`config.mk`:
```
export PLATFORM = sky130hd
export DESIGN_NAME = sound_play_ctrl
export DESIGN_NICKNAME = d
export VERILOG_FILES = /design/src/rtl/sound_play_ctrl.sv
export SDC_FILE = /design/constraint.sdc
export NUM_CORES = 1
export LEC_CHECK = 0
export CAP_MARGIN = 15
export CORE_ASPECT_RATIO = 1.75
export CORE_MARGIN = 2
export CORE_UTILIZATION = 55
export CTS_BUF_LIST = sky130_fd_sc_hd__clkbuf_8
export CTS_CLUSTER_SIZE = 10
export DETAILED_ROUTE_END_ITERATION = 16
export DONT_BUFFER_PORTS = 1
export PLACE_DENSITY = 0.75
export SYNTH_ARGS = -nofsm -noshare
export SYNTH_HDL_FRONTEND = slang
export SYNTH_SLANG_ARGS = --single-unit
```
`constraint.sdc`:
```
create_clock -name clk -period 5.4 [get_ports clk]
set_input_delay 1.08 -clock clk [delete_from_list [all_inputs] [get_ports clk]]
set_output_delay 1.08 -clock clk [all_outputs]
set_load 0.03 [all_outputs]
```
`src/rtl/sound_play_ctrl.sv`:
```
// rtl/sound_play_ctrl.sv - single-clock playback sequencer feeding ROM samples to the PWM stage
//
// Purpose:
//   Walks the sample ROM from start_addr to end_addr (inclusive), fetching one
//   sample every DIV clock cycles.  Each fetched sample is registered and
//   presented to the PWM stage together with a one-cycle sample_vld strobe.
//   Playback can be started, aborted (stop) and held at a sample boundary
//   (pause).  All timing is derived from one tick counter; there are no
//   derived clocks.
//
// Ports:
//   clk, rstn              system clock, synchronous active-low reset
//   start, stop            one-cycle command pulses (stop wins over start)
//   pause                  level; holds playback at the next period boundary
//   start_addr, end_addr   playback range, captured when start is accepted
//   loop_cnt               extra passes over the range (SOUND_PLAY_LOOP_EN only)
//   rom_addr, rom_rd       ROM read request, one strobe per sample period
//   rom_data               ROM read data, valid RD_LAT cycles after rom_rd
//   sample, sample_vld     registered sample and its update strobe
//   aud_en, busy           PWM enable / sequencer active (RUN or PAUSE)
//   done                   one-cycle pulse when the final period completes
//
// Optional feature:
//   SOUND_PLAY_LOOP_EN     when defined, adds loop_cnt and seamless multi-pass
//                          playback; when undefined, playback is a single pass.
//
// Parameters: AW address width, DW sample width, DIV sample period in cycles
// (must be >= RD_LAT+2), RD_LAT ROM read latency in cycles.

module sound_play_ctrl #(
  parameter int AW     = 16,
  parameter int DW     = 32,
  parameter int DIV    = 1024,
  parameter int RD_LAT = 1
) (
  input  logic          clk,
  input  logic          rstn,
  input  logic          start,
  input  logic          stop,
  input  logic          pause,
  input  logic [AW-1:0] start_addr,
  input  logic [AW-1:0] end_addr,
`ifdef SOUND_PLAY_LOOP_EN
  input  logic [7:0]    loop_cnt,
`endif
  output logic [AW-1:0] rom_addr,
  output logic          rom_rd,
  input  logic [DW-1:0] rom_data,
  output logic [DW-1:0] sample,
  output logic          sample_vld,
  output logic          aud_en,
  output logic          busy,
  output logic          done
);

  localparam int TW = (DIV > 2) ? $clog2(DIV) : 2;

  localparam logic [1:0] S_IDLE  = 2'd0;
  localparam logic [1:0] S_RUN   = 2'd1;
  localparam logic [1:0] S_PAUSE = 2'd2;

  // Tick positions inside one sample period.
  localparam logic [TW-1:0] TICK_FETCH   = '0;
  localparam logic [TW-1:0] TICK_CAPTURE = TW'(RD_LAT);
  localparam logic [TW-1:0] TICK_LAST    = TW'(DIV - 1);

  logic [1:0]    state_q,      state_d;
  logic [AW-1:0] addr_q,       addr_d;
  logic [AW-1:0] end_addr_q,   end_addr_d;
  logic [TW-1:0] tick_q,       tick_d;
  logic [DW-1:0] sample_q,     sample_d;
  logic          sample_vld_q, sample_vld_d;
  logic          done_q,       done_d;

`ifdef SOUND_PLAY_LOOP_EN
  logic [AW-1:0] start_addr_q, start_addr_d;
  logic [7:0]    loops_left_q, loops_left_d;
`endif

  logic start_ok;
  logic range_end;

  // A start arriving in the same cycle as the done pulse still belongs to the
  // playback that just finished, so it is dropped along with any start seen
  // while busy.  An empty (reversed) range is silently ignored.
  assign start_ok  = start && !stop && !done_q && (start_addr <= end_addr);
  assign range_end = (addr_q == end_addr_q);

  always_comb begin
    state_d      = state_q;
    addr_d       = addr_q;
    end_addr_d   = end_addr_q;
    tick_d       = tick_q;
    sample_d     = sample_q;
    sample_vld_d = 1'b0;
    done_d       = 1'b0;
`ifdef SOUND_PLAY_LOOP_EN
    start_addr_d = start_addr_q;
    loops_left_d = loops_left_q;
`endif

    case (state_q)
      S_IDLE: begin
        tick_d = '0;
        if (start_ok) begin
          state_d    = S_RUN;
          addr_d     = start_addr;
          end_addr_d = end_addr;
`ifdef SOUND_PLAY_LOOP_EN
          start_addr_d = start_addr;
          loops_left_d = loop_cnt;
`endif
        end
      end

      S_RUN: begin
        if (stop) begin
          // Abort: the PWM stage must go silent, so the sample is cleared
          // rather than held, and no done pulse is produced.
          state_d  = S_IDLE;
          tick_d   = '0;
          sample_d = '0;
        end else begin
          if (tick_q == TICK_CAPTURE) begin
            sample_d     = rom_data;
            sample_vld_d = 1'b1;
          end

          if (tick_q == TICK_LAST) begin
            tick_d = '0;
            if (range_end) begin
`ifdef SOUND_PLAY_LOOP_EN
              if (loops_left_q != 8'd0) begin
                // Rewind without a gap; the next period fetches start_addr.
                loops_left_d = loops_left_q - 8'd1;
                addr_d       = start_addr_q;
              end else begin
                state_d = S_IDLE;
                done_d  = 1'b1;
              end
`else
              state_d = S_IDLE;
              done_d  = 1'b1;
`endif
            end else if (pause) begin
              // Address advances now so that leaving PAUSE fetches the
              // next sample immediately.
              addr_d  = addr_q + AW'(1);
              state_d = S_PAUSE;
            end else begin
              addr_d = addr_q + AW'(1);
            end
          end else begin
            tick_d = tick_q + TW'(1);
          end
        end
      end

      S_PAUSE: begin
        tick_d = '0;
        if (stop) begin
          state_d  = S_IDLE;
          sample_d = '0;
        end else if (!pause) begin
          state_d = S_RUN;
        end
      end

      default: begin
        state_d = S_IDLE;
        tick_d  = '0;
      end
    endcase
  end

  always_ff @(posedge clk) begin
    if (!rstn) begin
      state_q      <= S_IDLE;
      addr_q       <= '0;
      end_addr_q   <= '0;
      tick_q       <= '0;
      sample_q     <= '0;
      sample_vld_q <= 1'b0;
      done_q       <= 1'b0;
`ifdef SOUND_PLAY_LOOP_EN
      start_addr_q <= '0;
      loops_left_q <= '0;
`endif
    end else begin
      state_q      <= state_d;
      addr_q       <= addr_d;
      end_addr_q   <= end_addr_d;
      tick_q       <= tick_d;
      sample_q     <= sample_d;
      sample_vld_q <= sample_vld_d;
      done_q       <= done_d;
`ifdef SOUND_PLAY_LOOP_EN
      start_addr_q <= start_addr_d;
      loops_left_q <= loops_left_d;
`endif
    end
  end

  // The read strobe is a pure decode of the schedule, so a reset or stop
  // removes it on the same edge and any in-flight read is simply never
  // captured.
  assign rom_rd     = (state_q == S_RUN) && (tick_q == TICK_FETCH);
  assign rom_addr   = addr_q;
  assign sample     = sample_q;
  assign sample_vld = sample_vld_q;
  assign busy       = (state_q != S_IDLE);
  assign aud_en     = (state_q != S_IDLE);
  assign done       = done_q;

endmodule

```
==> flow_summary.json <==
{
  "status": "finished, final reports clean",
  "finalSetupViolCount": 0,
  "grt_use_met3": 0.08987,
  "cts-root-buf": "clkbuf_8",
  "drv_slew": 0,
  "maxCapViolations": 0,
  "grt_max_degree": 65,
  "diodes": 0,
  "grt_pass1_wl_mm": 15.47,
  "rsz0062_at_grt": "no",
  "arrival_ns": 3.56,
  "critPathCaptureType": "register",
  "hold_class": "reg2reg",
  "post-cts-setup-buffer-count": 0,
  "overflow": 0,
  "seq_area_frac_synth": 0.3846,
  "syn_area_um2": 4060,
  "grt_most_used_layer": "met2",
  "grt_pass1_vias": 3343,
  "die-area_um2": 8113,
  "start_util": 0.5653,
  "cts.sinks": 78,
  "powerDensity_nw_per_um2": 299.3,
  "max_slew_margin": 0.2337,
  "die_h_um": 117.7,
  "port_buffers": 0,
  "cts_buffer_depth": 2,
  "clock.fmax_ghz": 0.3029,
  "rows": 41,
  "worst_setup_path_start_kind": "input pin",
  "holdWs_ns": 0.4701,
  "antenna_found_initial": 0,
  "fin_crit_sh": 0.6113,
  "stdcell_count": 581,
  "netlist_instances": 509,
  "leakage_nw": 1.543,
  "syn_to_final_growth_pct": 5.362,
  "first_pass_iters": 5,
  "placed_cells": 564,
  "totalWireLength_mm": 10.08,
  "synth_top_flop_cell": "dfxtp_1",
  "cts_tree": "done",
  "fin_nets": 579,
  "grt_usage": 0.2550,
  "core_area_um2": 7182,
  "async_flop_share": 0,
  "drc": 0,
  "cts_buffers": 9,
  "use_met1": 0.2425,
  "multi_input_area_um2": 2257,
  "yosysUniqueCellTypes": 53,
  "syn_area_per_cell_um2": 7.977,
  "place_congestion": 0.8543,
  "cts_max_level": 3,
  "hpwl_mm": 7.451,
  "fp.dieW_um": 68.95,
  "final_hold_viol_count": 0,
  "ctsHoldBuffers": 0,
  "ff_latch_area_um2": 1562,
  "nFillCells": 658,
  "ys_warn_count": 0,
  "cp.required_ns": 5.66,
  "routed_via_density": 5.988,
  "num_vias": 3479,
  "vdd_drop_max_mv": 0.1654,
  "syn-num-nets": 598,
  "wl_per_cell_um": 17.35,
  "drtAntennaViolNets": 0,
  "ys_ff_latch": 78,
  "worst-setup-path-type": "in2reg",
  "cp_max_fo": 25,
  "timing.final.crit_period_ns": 3.301,
  "finClkSkew_ns": 0.01325,
  "synth_edf_count": 0,
  "cts_resized": 0,
  "fin_setup_tns_ns": 0,
  "drtIter0Drc": 203,
  "drive_above_1_share": 0.06869,
  "use_met2": 0.4447,
  "tightest_slew_ns": 1.143,
  "ios": 122,
  "clk_pin_slew_ns": 0.08,
  "clkLatencyLatePin_ns": 0.36
}
==> cell usage after synthesis (all sizes together) (2+ instances only) <==
library cell	number	area, um^2
nand2	93	351.6
a21bo	2	20.02
nor2	20	75.07
o2111ai	2	17.52
xor2	8	70.07
clkbuf	23	110.1
nand3	46	240.2
buf	9	50.05
dfxtp	78	1562
nand4	10	62.56
a21boi	2	18.77
mux2i	8	80.08
o21ai	52	260.3
xnor2	29	254.0
a211oi	4	30.03
o211ai	9	67.56
or4	4	35.03
a21oi	25	125.1
nor4	3	25.02
and3	7	43.79
or2b	2	16.27
ha	20	250.2
o31ai	2	15.01
inv	25	93.84
nor3	6	41.29
nor2b	5	31.28
nor3b	2	15.01
==> report_power, final <==
part / internal (mW) / switching, mW
sequential: 0.595 / 0.0520
combinational: 0.0592 / 0.0923
clock: 0.261 / 0.220
==> placed cells by master, fill, tap and decap left out, types with 3 or more instances in the layout <==
cell type  synthesis  routed
inv_1             25      25
nand3_1           44      44
clkinv_4           0       3
nor3_1             5       4
xnor2_1           29      29
and3_1             7       7
nand4_1           10      10
a211oi_1           4       4
mux2i_1            8       8
nor2b_1            5       5
clkbuf_8           2       9
o211ai_1           9       9
xor2_1             8       8
dfxtp_1           78      78
o21ai_0           52      52
a21oi_1           25      24
nand2_1           92      92
nor2_1            20      20
ha_1              20      20
==> layout make-up <==
type | count | area share
Tap cell | 86 | 0.02515
Clock inverter | 7 | 0.02311
Clock buffer | 9 | 0.02896
Timing Repair Buffer | 3 | 0.008190
Sequential cell | 78 | 0.3650
Multi-Input combinational cell | 373 | 0.5276
Inverter | 25 | 0.02194
==> sequential cells by signal, indices dropped and copies added (netlist names) <==
register,cells
sample,32
end_addr_q,16
rom_addr,16
tick_q,10
state_q,2
done,1
sample_vld,1
==> worst max-delay path, cell delays in order <==
cell      delay (ns)
inv_1           0.02
ha_1            0.32
nand4_1         0.20
nor4_1          0.38
nand4_1         0.20
a21boi_2        0.93
o21ai_0         0.28
o31ai_1         0.13
==> path summary, 6_finish.rpt <==
kind | from | end | slack [ns] | depth (start not counted)
worst max-delay path | end_addr[15] | rom_addr[12]$_SDFFE_PN0P_ | 2.10 | 8
worst min-delay path | end_addr_q[14]$_SDFFE_PN0P_ | end_addr_q[14]$_SDFFE_PN0P_ | 0.47 | 2
worst max register to register | rom_addr[13]$_SDFFE_PN0P_ | rom_addr[12]$_SDFFE_PN0P_ | 2.86 | 6
worst min register to register | end_addr_q[14]$_SDFFE_PN0P_ | end_addr_q[14]$_SDFFE_PN0P_ | 0.47 | 2
==> stage by stage <==
step | worst slack (ns) | utilization | instance area, um^2 | total power [mW]
final | 2.099 | 0.5956 | 4278 | 1.280
after global routing | 1.868 | 0.5956 | 4278 | 1.337
after CTS | 2.148 | 0.5929 | 4258 | 1.289
after detailed placement | 1.790 | 0.5618 | 4035 | 0.8101
after global placement | 1.882 | 0.5618 | 4035 | 0.8057
after floorplan | 2.398 | - | 4060 | 0.7843
==> metal layers <==
| metal | part of all wire | vias up |
|---|---|---|
| met1 | 0.34 | 1581 |
| met2 | 0.53 | 157 |
| li1 | - | 1706 |
| met4 | 0.048 | 0 |
| met3 | 0.079 | 35 |
| met5 | 0 | - |
==> kinds of logic after synthesis <==
logic type / synth area share
adder cells (fa/ha/maj): 0.06163
XOR/XNOR: 0.07981
buffers and inverters: 0.06502
flip-flops: 0.3846
AO/OA/AOI/OAI: 0.1495
AND/OR/NAND/NOR: 0.2398
multiplexers: 0.01972
Power figures use the tool's default switching activity.
